`config.mk`:
```
export PLATFORM = sky130hd
export DESIGN_NAME = cfg_frame_loader
export DESIGN_NICKNAME = d
export VERILOG_FILES = /design/src/rtl/cfg_pkg.sv /design/src/rtl/cfg_frame_asm.sv /design/src/rtl/cfg_frame_loader.sv
export SDC_FILE = /design/constraint.sdc
export NUM_CORES = 1
export LEC_CHECK = 0
export CORE_UTILIZATION = 35
export DETAILED_ROUTE_END_ITERATION = 8
export PLACE_DENSITY = 0.57
export REMOVE_ABC_BUFFERS = 1
export SLEW_MARGIN = 20
export SYNTH_ARGS = -nofsm -noshare
export SYNTH_HDL_FRONTEND = slang
export SYNTH_SLANG_ARGS = --single-unit
```
`constraint.sdc`:
```
create_clock -name CLK -period 3.7 [get_ports CLK]
set_input_delay 0.37 -clock CLK [delete_from_list [all_inputs] [get_ports CLK]]
set_output_delay 0.37 -clock CLK [all_outputs]
set_load 0.05 [all_outputs]
```
`src/rtl/cfg_pkg.sv`:
```
// Shared definitions for the configuration frame loader.
//   cfg_state_e : loader FSM states
//   SYNC_BYTE   : byte that opens a bitstream
//   POST_BYTE   : byte that must close a bitstream
//   CHK_W       : width of the running per-frame XOR checksum
package cfg_pkg;

  typedef enum logic [3:0] {
    ST_IDLE,
    ST_LEN_HI,
    ST_LEN_LO,
    ST_DATA,
    ST_CHECK,
    ST_WRITE,
    ST_POST,
    ST_DONE,
    ST_ERR
  } cfg_state_e;

  localparam logic [7:0] SYNC_BYTE = 8'hF2;
  localparam logic [7:0] POST_BYTE = 8'h0F;
  localparam int         CHK_W     = 8;

endpackage

```
`src/rtl/cfg_frame_asm.sv`:
```
// Frame assembler: places payload bytes into the frame word (first byte in
// the LSBs), keeps the running XOR checksum and flags the last byte slot.
//   CLK, RST   : clock, asynchronous active-high reset
//   clr        : synchronous clear of byte counter and checksum
//   byte_en    : a payload byte is transferring this cycle
//   din        : payload byte
//   frame_data : assembled frame (held until overwritten)
//   chk        : XOR of the payload bytes of the current frame
//   last_byte  : the next payload byte completes the frame
module cfg_frame_asm
  import cfg_pkg::*;
#(
  parameter int FRAME_BITS = 64
) (
  input  logic                  CLK,
  input  logic                  RST,
  input  logic                  clr,
  input  logic                  byte_en,
  input  logic [7:0]            din,
  output logic [FRAME_BITS-1:0] frame_data,
  output logic [CHK_W-1:0]      chk,
  output logic                  last_byte
);

  localparam int BYTES = FRAME_BITS / 8;
  localparam int CNT_W = (BYTES > 1) ? $clog2(BYTES) : 1;

  logic [CNT_W-1:0] cnt_q;

  assign last_byte = (cnt_q == CNT_W'(BYTES - 1));

  // frame_data is not touched by clr so the last written frame stays visible.
  always_ff @(posedge CLK or posedge RST) begin
    if (RST) begin
      cnt_q      <= '0;
      chk        <= '0;
      frame_data <= '0;
    end else if (clr) begin
      cnt_q <= '0;
      chk   <= '0;
    end else if (byte_en) begin
      frame_data[8*cnt_q +: 8] <= din;
      chk                      <= chk ^ din;
      cnt_q                    <= last_byte ? '0 : cnt_q + 1'b1;
    end
  end

endmodule

```
`src/rtl/cfg_frame_loader.sv`:
```
// Configuration loader: parses a byte-serial bitstream
//   SYNC, LEN_HI, LEN_LO, { FRAME_BITS/8 payload bytes, checksum } x LEN, POST
// and issues one frame write per accepted frame.
//   CLK, RST       : clock, asynchronous active-high reset
//   CLEAR          : synchronous restart to IDLE, wins over a byte transfer
//   DIN/DIN_VALID  : byte input, DIN_READY is the loader's acceptance
//   FRAME_DATA     : assembled frame, FRAME_ADDR its slot, FRAME_WE strobe
//   FRAMES_LOADED  : frames written since the last SYNC byte
//   DONE / ERROR   : sticky load-complete / load-aborted status
//
// Handshake: a byte transfers on a rising CLK edge when DIN_VALID and
// DIN_READY are both 1 (and CLEAR is 0). DIN_READY depends only on the state,
// never on DIN_VALID; the source must hold DIN stable while DIN_VALID=1 and
// DIN_READY=0.
module cfg_frame_loader
  import cfg_pkg::*;
#(
  parameter int FRAME_BITS = 64,
  parameter int NUM_FRAMES = 32,
  parameter int ADDR_W     = $clog2(NUM_FRAMES)
) (
  input  logic                  CLK,
  input  logic                  RST,
  input  logic                  CLEAR,
  input  logic [7:0]            DIN,
  input  logic                  DIN_VALID,
  output logic                  DIN_READY,
  output logic [FRAME_BITS-1:0] FRAME_DATA,
  output logic [ADDR_W-1:0]     FRAME_ADDR,
  output logic                  FRAME_WE,
  output logic [ADDR_W:0]       FRAMES_LOADED,
  output logic                  DONE,
  output logic                  ERROR
);

  cfg_state_e        state_q, state_d;
  logic [15:0]       len_q;
  logic [15:0]       len_full;
  logic [ADDR_W:0]   loaded_q;
  logic [ADDR_W-1:0] addr_q;
  logic [CHK_W-1:0]  chk;
  logic              xfer, sync_hit, len_bad, chk_ok, last_frame;
  logic              asm_clr, asm_en, last_byte;

  assign xfer       = DIN_VALID && DIN_READY && !CLEAR;
  assign sync_hit   = (state_q == ST_IDLE) && xfer && (DIN == SYNC_BYTE);
  // LEN_LO decision uses the incoming low byte directly.
  assign len_full   = {len_q[15:8], DIN};
  assign len_bad    = (len_full == 16'd0) || (len_full > 16'(NUM_FRAMES));
  assign chk_ok     = (DIN == chk);
  assign last_frame = ((16'(loaded_q) + 16'd1) == len_q);

  assign asm_en  = xfer && (state_q == ST_DATA);
  assign asm_clr = !CLEAR && (sync_hit || (state_q == ST_WRITE));

  cfg_frame_asm #(
    .FRAME_BITS(FRAME_BITS)
  ) u_asm (
    .CLK       (CLK),
    .RST       (RST),
    .clr       (asm_clr),
    .byte_en   (asm_en),
    .din       (DIN),
    .frame_data(FRAME_DATA),
    .chk       (chk),
    .last_byte (last_byte)
  );

  // State register
  always_ff @(posedge CLK or posedge RST) begin
    if (RST) state_q <= ST_IDLE;
    else     state_q <= state_d;
  end

  // Next-state logic
  always_comb begin
    state_d = state_q;
    if (CLEAR) begin
      state_d = ST_IDLE;
    end else begin
      case (state_q)
        ST_IDLE:   if (sync_hit) state_d = ST_LEN_HI;
        ST_LEN_HI: if (xfer) state_d = ST_LEN_LO;
        ST_LEN_LO: if (xfer) state_d = len_bad ? ST_ERR : ST_DATA;
        ST_DATA:   if (xfer && last_byte) state_d = ST_CHECK;
        ST_CHECK:  if (xfer) state_d = chk_ok ? ST_WRITE : ST_ERR;
        ST_WRITE:  state_d = last_frame ? ST_POST : ST_DATA;
        ST_POST:   if (xfer) state_d = (DIN == POST_BYTE) ? ST_DONE : ST_ERR;
        ST_DONE:   state_d = ST_DONE;
        ST_ERR:    state_d = ST_ERR;
        default:   state_d = ST_ERR;
      endcase
    end
  end

  // Output decode
  always_comb begin
    DIN_READY = 1'b0;
    FRAME_WE  = 1'b0;
    DONE      = 1'b0;
    ERROR     = 1'b0;
    case (state_q)
      ST_IDLE, ST_LEN_HI, ST_LEN_LO, ST_DATA, ST_CHECK, ST_POST: DIN_READY = 1'b1;
      ST_WRITE: FRAME_WE = 1'b1;
      ST_DONE:  DONE     = 1'b1;
      ST_ERR:   ERROR    = 1'b1;
      default:  ;
    endcase
  end

  // LEN, frame counter and write address. The address is captured when the
  // checksum matches so it stays on the written slot after the counter moves.
  always_ff @(posedge CLK or posedge RST) begin
    if (RST) begin
      len_q    <= '0;
      loaded_q <= '0;
      addr_q   <= '0;
    end else if (!CLEAR) begin
      if (sync_hit) loaded_q <= '0;
      if ((state_q == ST_LEN_HI) && xfer) len_q[15:8] <= DIN;
      if ((state_q == ST_LEN_LO) && xfer) len_q[7:0]  <= DIN;
      if ((state_q == ST_CHECK) && xfer && chk_ok) addr_q <= loaded_q[ADDR_W-1:0];
      if (state_q == ST_WRITE) loaded_q <= loaded_q + 1'b1;
    end
  end

  assign FRAME_ADDR    = addr_q;
  assign FRAMES_LOADED = loaded_q;

endmodule

```
# Word-level counts from Yosys, hierarchy flattened
# Index checks and enable logic that the tools add are counted.
[classes]
n_bitwise = 3
n_lt_le_gt_ge = 1
n_eq_ne = 19
reduce_logical = 25
shift = 2
n_mux = 24
n_addsub = 4
[op_table]
columns = ["operator", "count"]
rows = [
  ["64-bit bitwise mux", 1],
  ["8-bit by 34-bit variable shift with 64-bit output, first input constant", 1],
  ["8-bit by 34-bit variable part select with 64-bit output", 1],
  ["4-bit two-way mux", 10],
  ["6-bit negation with 34-bit output", 1],
  ["4-bit one-hot mux with 8 select lines", 1],
  ["4-bit by 3-bit == test with 1-bit output, second input constant", 4],
  ["7-bit by 16-bit == test with 1-bit output", 1],
  ["16-bit by 6-bit > comparator with 1-bit output, second input constant", 1],
  ["16-bit zero test", 1],
  ["8-bit two-way mux", 2],
  ["3-bit inequality test, second input constant", 5],
  ["3-bit two-way mux", 4],
  ["6-bit two-way mux", 2],
  ["1-bit logical AND", 11],
  ["2-bit AND reduction", 5],
  ["4-bit by 2-bit == test with 1-bit output, second input constant", 2],
  ["8-bit by 4-bit == test with 1-bit output, second input constant", 1],
  ["8-bit == test", 1],
  ["8-bit == test, second input constant", 1],
  ["8-bit bitwise XOR", 1],
  ["6-bit by 1-bit adder with 7-bit output, second input constant", 1],
  ["6-bit by 1-bit adder with 6-bit output, second input constant", 1],
  ["6-bit AND reduction", 1],
  ["other kinds (12)", 18],
]
[word_totals]
elab_cells = 86
in_bits = 12
ff_bits = 106
out_inout_bits = 79

# Longest topological paths before layout
# Gate-level depths: netlist of run 1.
[depth]
depth_word = 11
mapped_depth = 9
ltp_nobuf = 7

# Modules after synthesis
# A second synthesis of run 1 with hierarchy kept.
[unflattened]
cells_unflattened = 452
hier_area_um2 = 5113.7
[modules_own_cells]
columns = ["module", "seq_area_each_um2", "area_per_inst_um2", "instances", "cells_per_inst"]
rows = [
  ["cfg_frame_asm", 1876.8, 3291.9, 1, 263],
  ["cfg_frame_loader", 775.7, 1821.7, 1, 189],
]

# Worst setup path before layout of run 1
# No wires, ideal clock.
[synth_path]
kind = "flip-flop to output port"
from = "register state_q[1]"
to = "output ERROR"
t_required_ns = 3.330
stages_incl_launch_ff = 3
path_slack_ns = 1.080
arrival_ns = 2.250
n_path_buf = 1
cell_sequence = "dfrtp_1 -> clkbuf_8 -> nor4b_1"
[synth_via]
elab_chain_len = 2
[synth_rtl]
columns = ["item", "line_no", "rtl"]
rows = [
  ["from (decl)", "cfg_frame_loader.sv:36", "cfg_state_e state_q, state_d;"],
  ["from (signal assigned)", "cfg_frame_loader.sv:72", "else state_q <= state_d;"],
  ["4-bit == test", "cfg_frame_loader.sv:102", "case (state_q)"],
  ["1-bit two-way mux", "cfg_frame_loader.sv:102", ""],
  ["to (decl)", "cfg_frame_loader.sv:33", "output logic ERROR"],
]
# Every way passes these cells.

# Worst setup path after layout of run 1
[layout_path]
from = "register state_q[2]"
to = "output FRAME_WE"
[layout_via]
elab_chain_len = 2
[layout_rtl]
columns = ["item", "line_no", "rtl"]
rows = [
  ["4-bit by 3-bit == test with 1-bit output", "cfg_frame_loader.sv:102", ""],
  ["1-bit two-way mux", "cfg_frame_loader.sv:102", ""],
  ["to (decl)", "cfg_frame_loader.sv:30", "output logic FRAME_WE,"],
]
# Every way passes these cells.

==> reports/results.ini, run 1 <==
[power_and_ir_drop]
p_int_mw=1.97
power_density_nw_per_um2=425
leakagePower_nw=2.70
power_frac_comb=0.136
p_total_mw=2.69
pwr-share-clk=0.368
power.switching_mw=0.724
swShare=0.269
power_frac_seq=0.495
vdd_drop_max_mv=0.217

[global_route]
first_global_vias=3814
grt_overflow_total=0
grt_pass1_wl_mm=20.5
grt_max_degree=56
antenna_found_initial=0
grt_use_total=0.183

[floorplanning]
die_w_um=121
dieHeight_um=121
num_io_pins=91
core_sq_um=13800
die_area_sq_um=14600
floorplan.rows=43
start_util=0.358

[routing]
drt_first_iter_violations=251
drtPass1Iterations=4
drtAntennaViolNets=0
wirelength_mm=12.5
avgRoutedWirePerCell_um=16.5
drc=0
routed_via_density=5.18
vias=3926

[sta]
fin_crit_ps=2790
hold_viol_final=0
fin_ws_ps=907
rsz0062_at_grt=false
relSlewSlack=0.406
setup_viol=0
fin_crit_sh=0.755
fmax_ghz=0.358
skew_ps=9.67
tightest_slew_ps=884
slew_violations=0
finalSetupTns_ps=0

[setup_path]
cp_data_required_time_ps=3330
path_cells=nand2_1 > or3_1 > inv_2 > clkdlybuf4s50_1
cp_max_fo=15
startpoint_type=flip-flop
worstPathArrival_ps=2420
criticalPathCategory=reg -> out
crit_slowest_cell=clkdlybuf4s50_1
endpoint_kind=output pin
slowest_delay_ps=810

[run_status]
status=finished clean

[layout]
syn2layout_area_growth_pct=28.0
diodes=0
fillCellCount=1246
layout.cells.non_filler=758
final_nets=593
drive_gt1_frac=0.112

[logic_synthesis]
yosysMostFrequentCell=dfrtp_1
synthTopCellsByCount=dfrtp_1, nand2_1, o21ai_1, o21ai_0, nor2_1
async_flop_share=1.00
ys_types=60
synth_edf_count=0
synthFlopType=dfrtp_1
synth_area_sq_um=4950
yosysWarningCount=0
netlist_instances=487
ys_seq_area_frac=0.535
synth_top_cells_by_area=dfrtp_1, nand2_1, mux2_2
ys_ff_latch=106
yosys.area.top_type=dfrtp_1
synthDominantCellAreaShare=0.535
avgSynthCellArea_sq_um=10.2

[clock_network]
cts_tree=done
clock_path_buffers=2
worst_skew_pair.late_latency_ps=360
htreeDepth=3
cts_resized=0
hold_buffers=0
root_buffer=clkbuf_16
postCtsSetupBuffers=0
cts_made_buffers=9
cts.sinks=106
clk_pin_slew_ps=70

[placed_design]
routabilityCongestion=0.803
place_inst=742
place_hpwl_mm=9.04
pre_cts_ws_ps=811
port_buffers=90

[job]
cap_viol_max_count=0

[min_path]
hold_class=in -> async

## cell usage in the layout, fill, tap and decap left out, types with 2 or more instances in the layout
master / n
dfrtp_1: 106
mux2_2: 22
nor3_2: 2
or3_1: 4
o31a_1: 2
o21ai_0: 27
nand4_1: 4
ha_1: 8
nand3_1: 9
nor3_1: 8
a31oi_1: 2
nor4_1: 8
mux2_1: 15
xor2_1: 11
buf_4: 9
clkdlybuf4s50_1: 90
inv_6: 2
o41ai_1: 2
a21oi_1: 3
nor2b_1: 3
nor2_1: 23
inv_1: 7
inv_2: 3
o22ai_1: 2
nand2_1: 103
nor4b_2: 2
xnor2_1: 7
clkbuf_16: 9
a21o_1: 2
o21ai_1: 44
o31ai_1: 4
## layout make-up
type	count	area, sq um	share of cell area
flip-flops and latches	106	2650	0.418
multi-input cells	345	2130	0.335
repair buffers	100	988	0.156
clock buffers	11	243	0.0383
well taps	180	225	0.0355
clock inverters	5	60.1	0.00947
inverters	11	43.8	0.00691
## path summary, 6_finish.rpt
path | from | to | slack (ps) | cells past startpoint
worst max-delay path | state_q[2] | FRAME_WE | 910 | 4
worst min-delay path | RST | u_asm.frame_data[51] | 460 | 2
worst max register to register | state_q[1] | u_asm.frame_data[24] | 1120 | 6
worst min register to register | u_asm.frame_data[58] | u_asm.frame_data[58] | 480 | 2
max in group asynchronous | RST | FRAMES_LOADED[5] | 2500 | 3
min in group CLK | u_asm.frame_data[58] | u_asm.frame_data[58] | 480 | 2
## metal layers
layer | part of all wire | vias up | track usage
li1 | - | 1866 | -
met1 | 0.48 | 1974 | 0.257
met2 | 0.47 | 73 | 0.283
met3 | 0.034 | 13 | 0.0273
met4 | 0.016 | 0 | 0.0694
met5 | 0 | - | 0
## registers in the layout, summed over array words and instances (netlist names)
register / cells
FRAME_ADDR: 5
len_q: 16
FRAMES_LOADED: 6
u_asm.cnt_q: 3
u_asm.chk: 8
state_q: 4
u_asm.frame_data: 64
## power by group through the flow
| stage | clock [mW] | sequential (mW) | combinational [mW] |
|---|---|---|---|
| finish | 0.992 | 1.33 | 0.367 |
| global route | 1.05 | 1.35 | 0.413 |
| CTS | 1.02 | 1.33 | 0.371 |
| detailed placement | 0 | 1.36 | 0.369 |
| global placement | 0 | 1.35 | 0.358 |
| floorplan | 0 | 1.34 | 0.255 |
## through the flow
| stage | area, sq um | hold WS [ps] | utilization |
|---|---|---|---|
| finish | 6340 | 458 | 0.458 |
| global placement | 6040 | 465 | 0.437 |
| detailed placement | 6040 | 470 | 0.437 |
| global route | 6340 | 511 | 0.458 |
| CTS | 6340 | 486 | 0.458 |
| floorplan | 4820 | 459 | - |
## critical path: cells and delay by family (launching register included)
kind	cells	cell delay (ps)
simple gates	2	510
buf+inv	2	940
flops	1	620
## cells by family (layout without fill, tap and decap cells)
group / after synthesis / in the layout / synth area share
multiplexers: 38 / 38 / 0.0861
flip-flops: 106 / 106 / 0.535
buffers and inverters: 36 / 127 / 0.0354
AO/OA/AOI/OAI: 104 / 104 / 0.125
AND/OR/NAND/NOR: 177 / 177 / 0.166
adder cells (fa/ha/maj): 8 / 8 / 0.0202
XOR/XNOR: 18 / 18 / 0.0318
Power figures use the tool's default switching activity.
==> run 2, diff against run 1 <==
- clock period: 3.7 -> 2.7 ns (I/O delays scaled with it)
==> reports/results.ini, run 2 (synthesis results as in run 1) <==
[run_status]
status=finished clean

[sta]
fin_crit_ps=2620
setup_viol=0  ; unchanged
slew_violations=0  ; unchanged
relSlewSlack=0.579  ; +0.173
fin_crit_sh=0.969
fmax_ghz=0.382
skew_ps=8.75  ; -0.919 ps
finalSetupTns_ps=0  ; unchanged
fin_ws_ps=82.5  ; -825 ps
hold_viol_final=0  ; unchanged
rsz0062_at_grt=false
holdWs_ps=320  ; -138 ps
tightest_slew_ps=630  ; -255 ps

[floorplanning]
dieHeight_um=121  ; unchanged
core_sq_um=13800  ; unchanged
die_area_sq_um=14600  ; unchanged
num_io_pins=91  ; unchanged
floorplan.rows=43  ; unchanged
start_util=0.358  ; unchanged
die_w_um=121  ; unchanged

[routing]
routed_via_density=5.12  ; -1.2%
drt_first_iter_violations=142  ; -43%
drc=0  ; unchanged
drtAntennaViolNets=0  ; unchanged
vias=3962  ; +0.92%
avgRoutedWirePerCell_um=16.5  ; +0.53%
drtPass1Iterations=5  ; +1
wirelength_mm=12.8  ; +2.7%

[layout]
syn2layout_area_growth_pct=30.5
layout.cells.non_filler=774  ; +2.1%
seq_area_sq_um=2650  ; unchanged
biggestRegsByFlops=u_asm.frame_data x64, len_q x16, u_asm.chk x8
final_cell_mix=dfrtp_1, nand2_1, clkdlybuf4s50_1
multi_input_area_sq_um=2130  ; unchanged
final_cell_area_sq_um=6460  ; +2.0%
largest_register_ffs=64  ; unchanged
final_nets=609  ; +2.7%
drive_gt1_frac=0.138  ; +0.0256
fillCellCount=1265  ; +1.5%
fin_util=0.468  ; +0.00914
regMostFlops=u_asm.frame_data
diodes=0  ; unchanged
layout_commonest_cell=dfrtp_1

[setup_path]
endpoint_kind=output pin
cp_data_required_time_ps=2430  ; -900 ps
cp_max_fo=12  ; -3
r2r_start=state_q[3]
r2r_cells=5  ; -1
r2r_end=u_asm.frame_data[3]
worstPathArrival_ps=2350  ; -70 ps
path_cells=or3_1 > inv_2 > clkdlybuf4s50_1
criticalPathCategory=reg -> out
regToRegSetupSlack_ps=470  ; -650 ps
startpoint_type=flip-flop
crit_slowest_cell=clkdlybuf4s50_1
crit_path_start=state_q[3]
slowest_delay_ps=800  ; about the same

[clock_network]
worst_skew_pair.late_latency_ps=360  ; about the same
htreeDepth=3  ; unchanged
cts.sinks=106  ; unchanged
cts_made_buffers=9  ; unchanged
clock_path_buffers=2  ; unchanged
cts_resized=0  ; unchanged
hold_buffers=0  ; unchanged
postCtsSetupBuffers=0  ; unchanged
clk_pin_slew_ps=70  ; about the same
root_buffer=clkbuf_16
cts_tree=done

[power_and_ir_drop]
p_total_mw=3.73  ; +38%
leakagePower_nw=2.79  ; +3.3%
vdd_drop_max_mv=0.268  ; +23%
power_density_nw_per_um2=577  ; +36%

[placed_design]
routabilityCongestion=0.818  ; +1.9%
place_hpwl_mm=9.42  ; +4.3%
pre_cts_ws_ps=205  ; -605 ps
port_buffers=90  ; unchanged
dpl_cell_area_sq_um=6160  ; +2.0%
place_inst=758  ; +2.2%

[global_route]
antenna_found_initial=0  ; unchanged
first_global_vias=3899  ; +2.2%
grt_overflow_total=0  ; unchanged
grt_pass1_wl_mm=20.8  ; +1.7%
grt_use_total=0.186  ; +0.00292
grt_max_degree=44  ; -21%

[min_path]
hold_class=in -> async

[job]
cap_viol_max_count=0  ; unchanged

[run 2: area by class of cell]
type	instances	share of cell area
Clock buffer	9	0.0348
Clock inverter	7	0.0130
Inverter	11	0.00677
Multi-Input combinational cell	345	0.329
Sequential cell	106	0.410
Tap cell	180	0.0348
Timing Repair Buffer	116	0.171
[run 2: per-layer routing]
layer  part of all wire  wire [um]  global-route usage
met4              0.011        136              0.0525
met5                  0          0                   0
met1               0.47       5970               0.261
met2               0.48       6120               0.290
met3              0.045        580              0.0362
[run 2: power breakdown]
group / total [mW] / switching [mW] / internal (mW) / leakage [nW]
sequential: 1.81 / 0.0941 / 1.71 / 1.46
clock: 1.38 / 0.639 / 0.738 / 0.154
combinational: 0.544 / 0.292 / 0.252 / 1.18
total: 3.73 / 1.03 / 2.70 / 2.79
[run 2: how the worst max path moves through the flow]
stage	slack, ps	cells after the start	endpoint
floorplan	-360	1	FRAMES_LOADED[0]
global placement	290	7	state_q[0]
detailed placement	210	7	u_asm.frame_data[15]
CTS	90	3	FRAME_WE
global route	40	3	FRAME_WE
finish	80	3	FRAME_WE
[run 2: critical path, delay by kind of cell (launching register included)]
family | cells | cell delay [ps]
buffers and inverters | 2 | 940
AND/OR/NAND/NOR | 1 | 550
flip-flops | 1 | 500
